<file path="src/rtl/ps2_scancode_decoder_if.sv">
// ps2_scancode_decoder_if
// Bundles the decoder's byte-stream input, key-event output and the
// command handshake towards the PS2 port.
//   slave  : the decoder side (consumes bytes/acks, produces events/commands)
//   master : the environment side (PS2 port + event consumer)
interface ps2_scancode_decoder_if;
  logic [7:0] received_data;
  logic       received_data_en;
  logic [7:0] key_code;
  logic       key_extended;
  logic       key_released;
  logic [7:0] key_ascii;
  logic       key_valid;
  logic       key_ready;
  logic       shift_state;
  logic       caps_lock;
  logic       overflow;
  logic [7:0] the_command;
  logic       send_command;
  logic       command_was_sent;
  logic       error_communication_timed_out;
  logic       led_error;

  modport slave (
    input  received_data, received_data_en, key_ready,
           command_was_sent, error_communication_timed_out,
    output key_code, key_extended, key_released, key_ascii, key_valid,
           shift_state, caps_lock, overflow, the_command, send_command,
           led_error
  );

  modport master (
    output received_data, received_data_en, key_ready,
           command_was_sent, error_communication_timed_out,
    input  key_code, key_extended, key_released, key_ascii, key_valid,
           shift_state, caps_lock, overflow, the_command, send_command,
           led_error
  );
endinterface

</file>
<file path="src/rtl/ps2_scancode_decoder.sv">
// ps2_scancode_decoder
// Parses a PS/2 Set-2 byte stream into single key events (make/break,
// extended, ASCII), tracks Shift/Caps Lock, and keeps the keyboard's
// Caps Lock LED in sync via ED <val> command pairs.
// Ports:
//   clk      : system clock
//   reset_n  : synchronous active-low reset
//   bus      : ps2_scancode_decoder_if.slave (byte stream, event, command)
// Parameter:
//   ACK_TIMEOUT : cycles to wait for 0xFA after each command byte
module ps2_scancode_decoder #(
  parameter int ACK_TIMEOUT = 50000
) (
  input logic                   clk,
  input logic                   reset_n,
  ps2_scancode_decoder_if.slave bus
);

  typedef enum logic [2:0] {P_IDLE, P_E0, P_F0, P_E0F0, P_PAUSE} p_state_t;
  typedef enum logic [2:0] {L_IDLE, L_SEND_ED, L_ACK1, L_SEND_VAL, L_ACK2} l_state_t;

  localparam int TW = (ACK_TIMEOUT > 1) ? $clog2(ACK_TIMEOUT) : 1;

  p_state_t   p_state, p_next;
  logic [2:0] skip_cnt, cnt_next;
  l_state_t   l_state;
  logic [TW-1:0] timer;

  logic [7:0] key_code, key_ascii, the_command;
  logic       key_extended, key_released, key_valid, overflow;
  logic       shift_l, shift_r, caps_lock, caps_held;
  logic       send_command, led_error, led_pending;

  logic       ev_fire, ev_ext, ev_rel, ack_seen, caps_toggle, shift_state;
  logic [7:0] ev_code, ev_ascii;

  assign shift_state = shift_l | shift_r;

  function automatic logic [7:0] ascii_of(input logic [7:0] c, input logic sh,
                                          input logic cl);
    logic [7:0] l;
    logic [7:0] r;
    l = 8'h00;
    r = 8'h00;
    case (c)
      8'h1C: l = "a"; 8'h32: l = "b"; 8'h21: l = "c"; 8'h23: l = "d";
      8'h24: l = "e"; 8'h2B: l = "f"; 8'h34: l = "g"; 8'h33: l = "h";
      8'h43: l = "i"; 8'h3B: l = "j"; 8'h42: l = "k"; 8'h4B: l = "l";
      8'h3A: l = "m"; 8'h31: l = "n"; 8'h44: l = "o"; 8'h4D: l = "p";
      8'h15: l = "q"; 8'h2D: l = "r"; 8'h1B: l = "s"; 8'h2C: l = "t";
      8'h3C: l = "u"; 8'h2A: l = "v"; 8'h1D: l = "w"; 8'h22: l = "x";
      8'h35: l = "y"; 8'h1A: l = "z";
      default: l = 8'h00;
    endcase
    case (c)
      8'h45: r = sh ? ")" : "0"; 8'h16: r = sh ? "!" : "1";
      8'h1E: r = sh ? "@" : "2"; 8'h26: r = sh ? "#" : "3";
      8'h25: r = sh ? "$" : "4"; 8'h2E: r = sh ? "%" : "5";
      8'h36: r = sh ? "^" : "6"; 8'h3D: r = sh ? "&" : "7";
      8'h3E: r = sh ? "*" : "8"; 8'h46: r = sh ? "(" : "9";
      8'h29: r = 8'h20; 8'h5A: r = 8'h0D; 8'h66: r = 8'h08;
      8'h0D: r = 8'h09; 8'h76: r = 8'h1B;
      default: r = 8'h00;
    endcase
    if (l != 8'h00) r = (sh ^ cl) ? (l - 8'h20) : l;
    return r;
  endfunction

  // Byte classification in the current parse state.
  always_comb begin
    p_next   = p_state;
    cnt_next = skip_cnt;
    ev_fire  = 1'b0;
    ev_ext   = 1'b0;
    ev_rel   = 1'b0;
    ev_code  = bus.received_data;
    ack_seen = 1'b0;
    if (bus.received_data_en) begin
      case (p_state)
        P_IDLE: begin
          case (bus.received_data)
            8'hE0: p_next = P_E0;
            8'hF0: p_next = P_F0;
            8'hE1: begin p_next = P_PAUSE; cnt_next = 3'd7; end
            8'hFA: ack_seen = 1'b1;
            8'hAA, 8'hEE, 8'hFE, 8'h00, 8'hFF: begin end
            default: ev_fire = 1'b1;
          endcase
        end
        P_E0: begin
          if (bus.received_data == 8'hF0) p_next = P_E0F0;
          else begin
            p_next = P_IDLE;
            if (bus.received_data != 8'h12 && bus.received_data != 8'h59) begin
              ev_fire = 1'b1;
              ev_ext  = 1'b1;
            end
          end
        end
        P_F0: begin
          p_next  = P_IDLE;
          ev_fire = 1'b1;
          ev_rel  = 1'b1;
        end
        P_E0F0: begin
          p_next = P_IDLE;
          if (bus.received_data != 8'h12 && bus.received_data != 8'h59) begin
            ev_fire = 1'b1;
            ev_ext  = 1'b1;
            ev_rel  = 1'b1;
          end
        end
        P_PAUSE: begin
          cnt_next = skip_cnt - 3'd1;
          // The 7 bytes following E1 are swallowed; the last one emits Pause.
          if (skip_cnt <= 3'd1) begin
            p_next   = P_IDLE;
            cnt_next = 3'd0;
            ev_fire  = 1'b1;
            ev_ext   = 1'b1;
            ev_code  = 8'h77;
          end
        end
        default: p_next = P_IDLE;
      endcase
    end
  end

  assign ev_ascii    = ev_ext ? 8'h00 : ascii_of(ev_code, shift_state, caps_lock);
  assign caps_toggle = ev_fire && !ev_ext && !ev_rel && ev_code == 8'h58 && !caps_held;

  // Parser, event register and modifiers.
  always_ff @(posedge clk) begin
    if (!reset_n) begin
      p_state      <= P_IDLE;
      skip_cnt     <= 3'd0;
      key_code     <= 8'h00;
      key_ascii    <= 8'h00;
      key_extended <= 1'b0;
      key_released <= 1'b0;
      key_valid    <= 1'b0;
      overflow     <= 1'b0;
      shift_l      <= 1'b0;
      shift_r      <= 1'b0;
      caps_lock    <= 1'b0;
      caps_held    <= 1'b0;
    end else begin
      p_state  <= p_next;
      skip_cnt <= cnt_next;
      if (ev_fire) begin
        if (!key_valid || bus.key_ready) begin
          key_code     <= ev_code;
          key_ascii    <= ev_ascii;
          key_extended <= ev_ext;
          key_released <= ev_rel;
          key_valid    <= 1'b1;
        end else begin
          overflow <= 1'b1;
        end
        // Modifiers track the keyboard even when the event itself is dropped.
        if (!ev_ext) begin
          if (ev_code == 8'h12) shift_l <= !ev_rel;
          if (ev_code == 8'h59) shift_r <= !ev_rel;
          if (ev_code == 8'h58) begin
            caps_held <= !ev_rel;
            if (caps_toggle) caps_lock <= ~caps_lock;
          end
        end
      end else if (key_valid && bus.key_ready) begin
        key_valid <= 1'b0;
      end
    end
  end

  // LED update sequencer: ED, ack, value, ack.
  always_ff @(posedge clk) begin
    if (!reset_n) begin
      l_state      <= L_IDLE;
      timer        <= '0;
      the_command  <= 8'h00;
      send_command <= 1'b0;
      led_error    <= 1'b0;
      led_pending  <= 1'b0;
    end else begin
      case (l_state)
        L_IDLE: begin
          if (led_pending) begin
            led_pending  <= 1'b0;
            l_state      <= L_SEND_ED;
            the_command  <= 8'hED;
            send_command <= 1'b1;
          end
        end
        L_SEND_ED, L_SEND_VAL: begin
          if (bus.error_communication_timed_out) begin
            led_error    <= 1'b1;
            send_command <= 1'b0;
            l_state      <= L_IDLE;
          end else if (bus.command_was_sent) begin
            send_command <= 1'b0;
            timer        <= '0;
            l_state      <= (l_state == L_SEND_ED) ? L_ACK1 : L_ACK2;
          end
        end
        L_ACK1, L_ACK2: begin
          if (ack_seen) begin
            if (l_state == L_ACK1) begin
              l_state      <= L_SEND_VAL;
              the_command  <= {5'b0, caps_lock, 2'b0};
              send_command <= 1'b1;
            end else begin
              l_state <= L_IDLE;
            end
          end else if (timer == TW'(ACK_TIMEOUT - 1)) begin
            led_error <= 1'b1;
            l_state   <= L_IDLE;
          end else begin
            timer <= timer + TW'(1);
          end
        end
        default: l_state <= L_IDLE;
      endcase
      // A toggle arriving while busy queues one more update with the latest value.
      if (caps_toggle) led_pending <= 1'b1;
    end
  end

  assign bus.key_code     = key_code;
  assign bus.key_extended = key_extended;
  assign bus.key_released = key_released;
  assign bus.key_ascii    = key_ascii;
  assign bus.key_valid    = key_valid;
  assign bus.shift_state  = shift_state;
  assign bus.caps_lock    = caps_lock;
  assign bus.overflow     = overflow;
  assign bus.the_command  = the_command;
  assign bus.send_command = send_command;
  assign bus.led_error    = led_error;

endmodule

</file>
<file path="src/flat_wrapper.sv">
// flat-port wrapper written by rule: the top's interface ports become plain ports
module ps2_scancode_decoder_flat 
#(
  parameter int ACK_TIMEOUT = 50000
)
  (clk, reset_n, bus_received_data, bus_received_data_en, bus_key_ready, bus_command_was_sent, bus_error_communication_timed_out, bus_key_code, bus_key_extended, bus_key_released, bus_key_ascii, bus_key_valid, bus_shift_state, bus_caps_lock, bus_overflow, bus_the_command, bus_send_command, bus_led_error);
  ps2_scancode_decoder_if bus_i ();
  input logic clk;
  input logic reset_n;
  input wire logic [$bits(bus_i.received_data)-1:0] bus_received_data;
  input wire logic [$bits(bus_i.received_data_en)-1:0] bus_received_data_en;
  input wire logic [$bits(bus_i.key_ready)-1:0] bus_key_ready;
  input wire logic [$bits(bus_i.command_was_sent)-1:0] bus_command_was_sent;
  input wire logic [$bits(bus_i.error_communication_timed_out)-1:0] bus_error_communication_timed_out;
  output wire logic [$bits(bus_i.key_code)-1:0] bus_key_code;
  output wire logic [$bits(bus_i.key_extended)-1:0] bus_key_extended;
  output wire logic [$bits(bus_i.key_released)-1:0] bus_key_released;
  output wire logic [$bits(bus_i.key_ascii)-1:0] bus_key_ascii;
  output wire logic [$bits(bus_i.key_valid)-1:0] bus_key_valid;
  output wire logic [$bits(bus_i.shift_state)-1:0] bus_shift_state;
  output wire logic [$bits(bus_i.caps_lock)-1:0] bus_caps_lock;
  output wire logic [$bits(bus_i.overflow)-1:0] bus_overflow;
  output wire logic [$bits(bus_i.the_command)-1:0] bus_the_command;
  output wire logic [$bits(bus_i.send_command)-1:0] bus_send_command;
  output wire logic [$bits(bus_i.led_error)-1:0] bus_led_error;
  assign bus_i.received_data = bus_received_data;
  assign bus_i.received_data_en = bus_received_data_en;
  assign bus_i.key_ready = bus_key_ready;
  assign bus_i.command_was_sent = bus_command_was_sent;
  assign bus_i.error_communication_timed_out = bus_error_communication_timed_out;
  assign bus_key_code = bus_i.key_code;
  assign bus_key_extended = bus_i.key_extended;
  assign bus_key_released = bus_i.key_released;
  assign bus_key_ascii = bus_i.key_ascii;
  assign bus_key_valid = bus_i.key_valid;
  assign bus_shift_state = bus_i.shift_state;
  assign bus_caps_lock = bus_i.caps_lock;
  assign bus_overflow = bus_i.overflow;
  assign bus_the_command = bus_i.the_command;
  assign bus_send_command = bus_i.send_command;
  assign bus_led_error = bus_i.led_error;
  ps2_scancode_decoder #(.ACK_TIMEOUT(ACK_TIMEOUT)) u_core (.clk(clk), .reset_n(reset_n), .bus(bus_i));
endmodule
</file>
<file path="config.mk">
export PLATFORM = sky130hd
export DESIGN_NAME = ps2_scancode_decoder_flat
export DESIGN_NICKNAME = d
export VERILOG_FILES = /design/src/rtl/ps2_scancode_decoder_if.sv /design/src/rtl/ps2_scancode_decoder.sv /design/src/flat_wrapper.sv
export SDC_FILE = /design/constraint.sdc
export NUM_CORES = 1
export LEC_CHECK = 0
export BUFFER_PORTS_ARGS = -buffer_cell sky130_fd_sc_hd__clkbuf_2
export CAP_MARGIN = 5
export CORE_AREA = 3 3 103 105
export DETAILED_ROUTE_END_ITERATION = 7
export DIE_AREA = 0 0 106 108
export PLACE_DENSITY = 0.58
export SYNTH_ARGS = -nofsm -noshare
export SYNTH_HDL_FRONTEND = slang
export SYNTH_SLANG_ARGS = --single-unit
</file>
<file path="constraint.sdc">
create_clock -name clk -period 6.8 [get_ports clk]
set_input_delay 0.34 -clock clk [delete_from_list [all_inputs] [get_ports clk]]
set_output_delay 0.34 -clock clk [all_outputs]
set_load 0.02 [all_outputs]
</file>
==> metrics.yaml <==
ctsResizeCount: 0
crit_chain: "ha_1, o21bai_1, and3_1, nor2_1, inv_1, ha_1, a22o_1, a221oi_1, a2111oi_0, nor3b_1, nand3_2, nor3_1, a221o_1"
cts.clk_slew.worst_paths_ps: 100
floorplan.initialDensity_pct: 40.2
power.leakage_nw: 1.70
crit_required_ps: 6990
clock-sinks: 54
cts-root-buf: "clkbuf_8"
antenna_left: 0
ys_seq_area_share_pct: 27.6
routed_via_density: 5.86
final_hold_viol_count: 0
maxSlewViolCount: 0
peakVddDrop_mv: 0.0841
syn_area_per_cell_sq_um: 7.73
diodes: 0
drt_iter0_markers: 387
grt_pass1_vias: 3517
drc_errors: 0
ys_async_sr_fraction_pct: 0
cts_setup_buffers: 0
yosysWarnings: 0
fin_worst_skew_ps: 8.82
port_buffers: 43
rsz0062_at_grt: "no"
min_period_ps: 4030
yosys_register_bits: 54
grt_use_total_pct: 19.5
power_density_mw_per_mm2: 149
vias: 3810
hpwl_mm: 8.00
path_class: "reg2reg"
core_sq_mm: 0.00973
dp_slack_ps: 2890
grt-ovfl-total: 0
crit_path_max_incr_delay_ps: 790
cts_made_buffers: 5
crit_path_frequent_cell: "ha_1"
synth.distinct_cells: 83
worst-path-buf-inv: 1
cts_hold_buf: 0
clk_path_buf_depth: 2
drive_gt1_share_pct: 12.8
cts_tree: "yes"
antenna_found_initial: 0
synthToLayoutAreaGrowth_pct: 7.04
netlist_area_sq_mm: 0.00391
synth_edf_count: 0
synthFlopType: "dfxtp_1"
hold_path.class: "in2reg"
die_area_sq_mm: 0.0114
cp_max_fo: 13
gp_congestion: 0.923
crit_arrival_ps: 4230
first_pass_iters: 5
fillCellCount: 1034
tns_ps: 0
ioPinCount: 46
status: "completed"
htree_levels: 2
grt_pass1_wl_mm: 18.4
num-nets-final: 541
cp-start-kind: "flip-flop"
netlist_instances: 506
worstMarginPinSlew_ps: 897
max_freq_mhz: 248
clock_latency_ps: 300
setup_viol: 0
die-width_um: 106
path_delay_family: "compound AO/OA/AOI/OAI gates"
max-slew-margin-rel_pct: 38.6
wirelength_mm: 11.1
crit_path_top_delay_cell: "a2111oi_0"
fin_crit_sh_pct: 59.3
avgRoutedWirePerCell_um: 17.1
cap_viol_max_count: 0
finalWorstSetupSlack_ps: 2770
worst_setup_path_end_kind: "flip-flop"
fp-row-count: 36
die_h_um: 108
grt_max_degree: 40
placed cells by master (no fill, tap or decap), drive strengths merged, types with 8 or more instances in the layout:
master,Yosys,final
o21ai,31,31
clkbuf,21,48
ha,10,10
and2,8,8
inv,16,16
nor2,61,61
a21oi,22,22
nor3b,8,8
nand3,22,22
dfxtp,54,54
nand2,44,44
nand2b,9,9
xor2,12,12
and3,10,10
o211a,10,10
nor3,13,13
state kept, by name, summed over array words and instances (netlist names), 2 cells and up:
name and cells:
u_core.p_state 3, u_core.bus.the_command 2, u_core.bus.key_ascii 8, u_core.bus.key_code 8, u_core.timer 16, u_core.l_state 3
u_core.skip_cnt 3
worst paths after layout:
kind / cells after the start / to / slack [ps] / startpoint
worst max-delay path: 13 / u_core.bus.key_ascii[4] / 2770 / u_core.skip_cnt[0]
worst min-delay path: 4 / u_core.l_state[0] / 350 / bus_command_was_sent
worst max register to register: 13 / u_core.bus.key_ascii[4] / 2770 / u_core.skip_cnt[0]
worst min register to register: 2 / u_core.bus.key_code[7] / 460 / u_core.bus.key_code[7]
metrics by stage:
stage / area, sq um / power, mW / util (%) / instances / hold slack, ps
global route: 4190 / 0.654 / 43.0 / 650 / 381
floorplan: 3910 / 0.416 / - / 507 / 448
global placement: 4100 / 0.450 / 42.2 / 643 / 445
CTS: 4190 / 0.629 / 43.0 / 650 / 342
finish: 4190 / 0.623 / 43.0 / 650 / 351
detailed placement: 4100 / 0.448 / 42.2 / 643 / 445
per-layer routing:
metal  share of wire (%)  track usage [%]  vias to the layer above
met3                 5.9             2.75                       12
met4                 1.2             4.90                        0
met5                   0                0                        -
li1                    -                -                     1860
met2                  46             32.0                      136
met1                  47             27.3                     1802
worst register-to-register path: stages (launching register included):
cell and delay, ps:
dfxtp_1 410, ha_1 170, o21bai_1 260, and3_1 490
nor2_1 190, inv_1 130, ha_1 440, a22o_1 220
a221oi_1 70, a2111oi_0 790, nor3b_1 170, nand3_2 220
nor3_1 80, a221o_1 270
cell families after synthesis:
group / share of synthesized area (%)
other cells: 0.0959
xor+xnor: 3.81
simple gates: 32.6
flops: 27.6
compound gates: 24.0
fa+ha+maj: 3.20
buf+inv: 6.88
mux: 1.79
power by group:
part           internal [mW]  leakage (nW)  switching [mW]
combinational         0.0363          1.23          0.0798
clock                 0.0707        0.0362           0.110
sequential             0.323         0.438         0.00376
synth_stat cells, drive strengths merged, types with 9 or more instances:
| cell | n | area (sq um) |
|---|---|---|
| ha | 10 | 125 |
| clkbuf | 21 | 78.8 |
| o211a | 10 | 100 |
| nor2 | 61 | 229 |
| inv | 16 | 60.1 |
| a21oi | 22 | 110 |
| nor3 | 13 | 65.1 |
| and3 | 10 | 67.6 |
| xor2 | 12 | 105 |
| nand2b | 9 | 56.3 |
| buf | 20 | 123 |
| nand2 | 44 | 165 |
| nand3 | 22 | 115 |
| dfxtp | 54 | 1080 |
| o21ai | 31 | 155 |
layout make-up:
class / count / area (sq um) / area share (%)
Timing Repair Buffer: 44 / 223 / 5.32
Multi-Input combinational cell: 394 / 2560 / 61.3
Tap cell: 133 / 166 / 3.98
Inverter: 18 / 67.6 / 1.61
Clock buffer: 5 / 68.8 / 1.64
Sequential cell: 54 / 1080 / 25.8
Clock inverter: 2 / 15.0 / 0.359
Note: power is estimated with default switching activity, not from simulation.
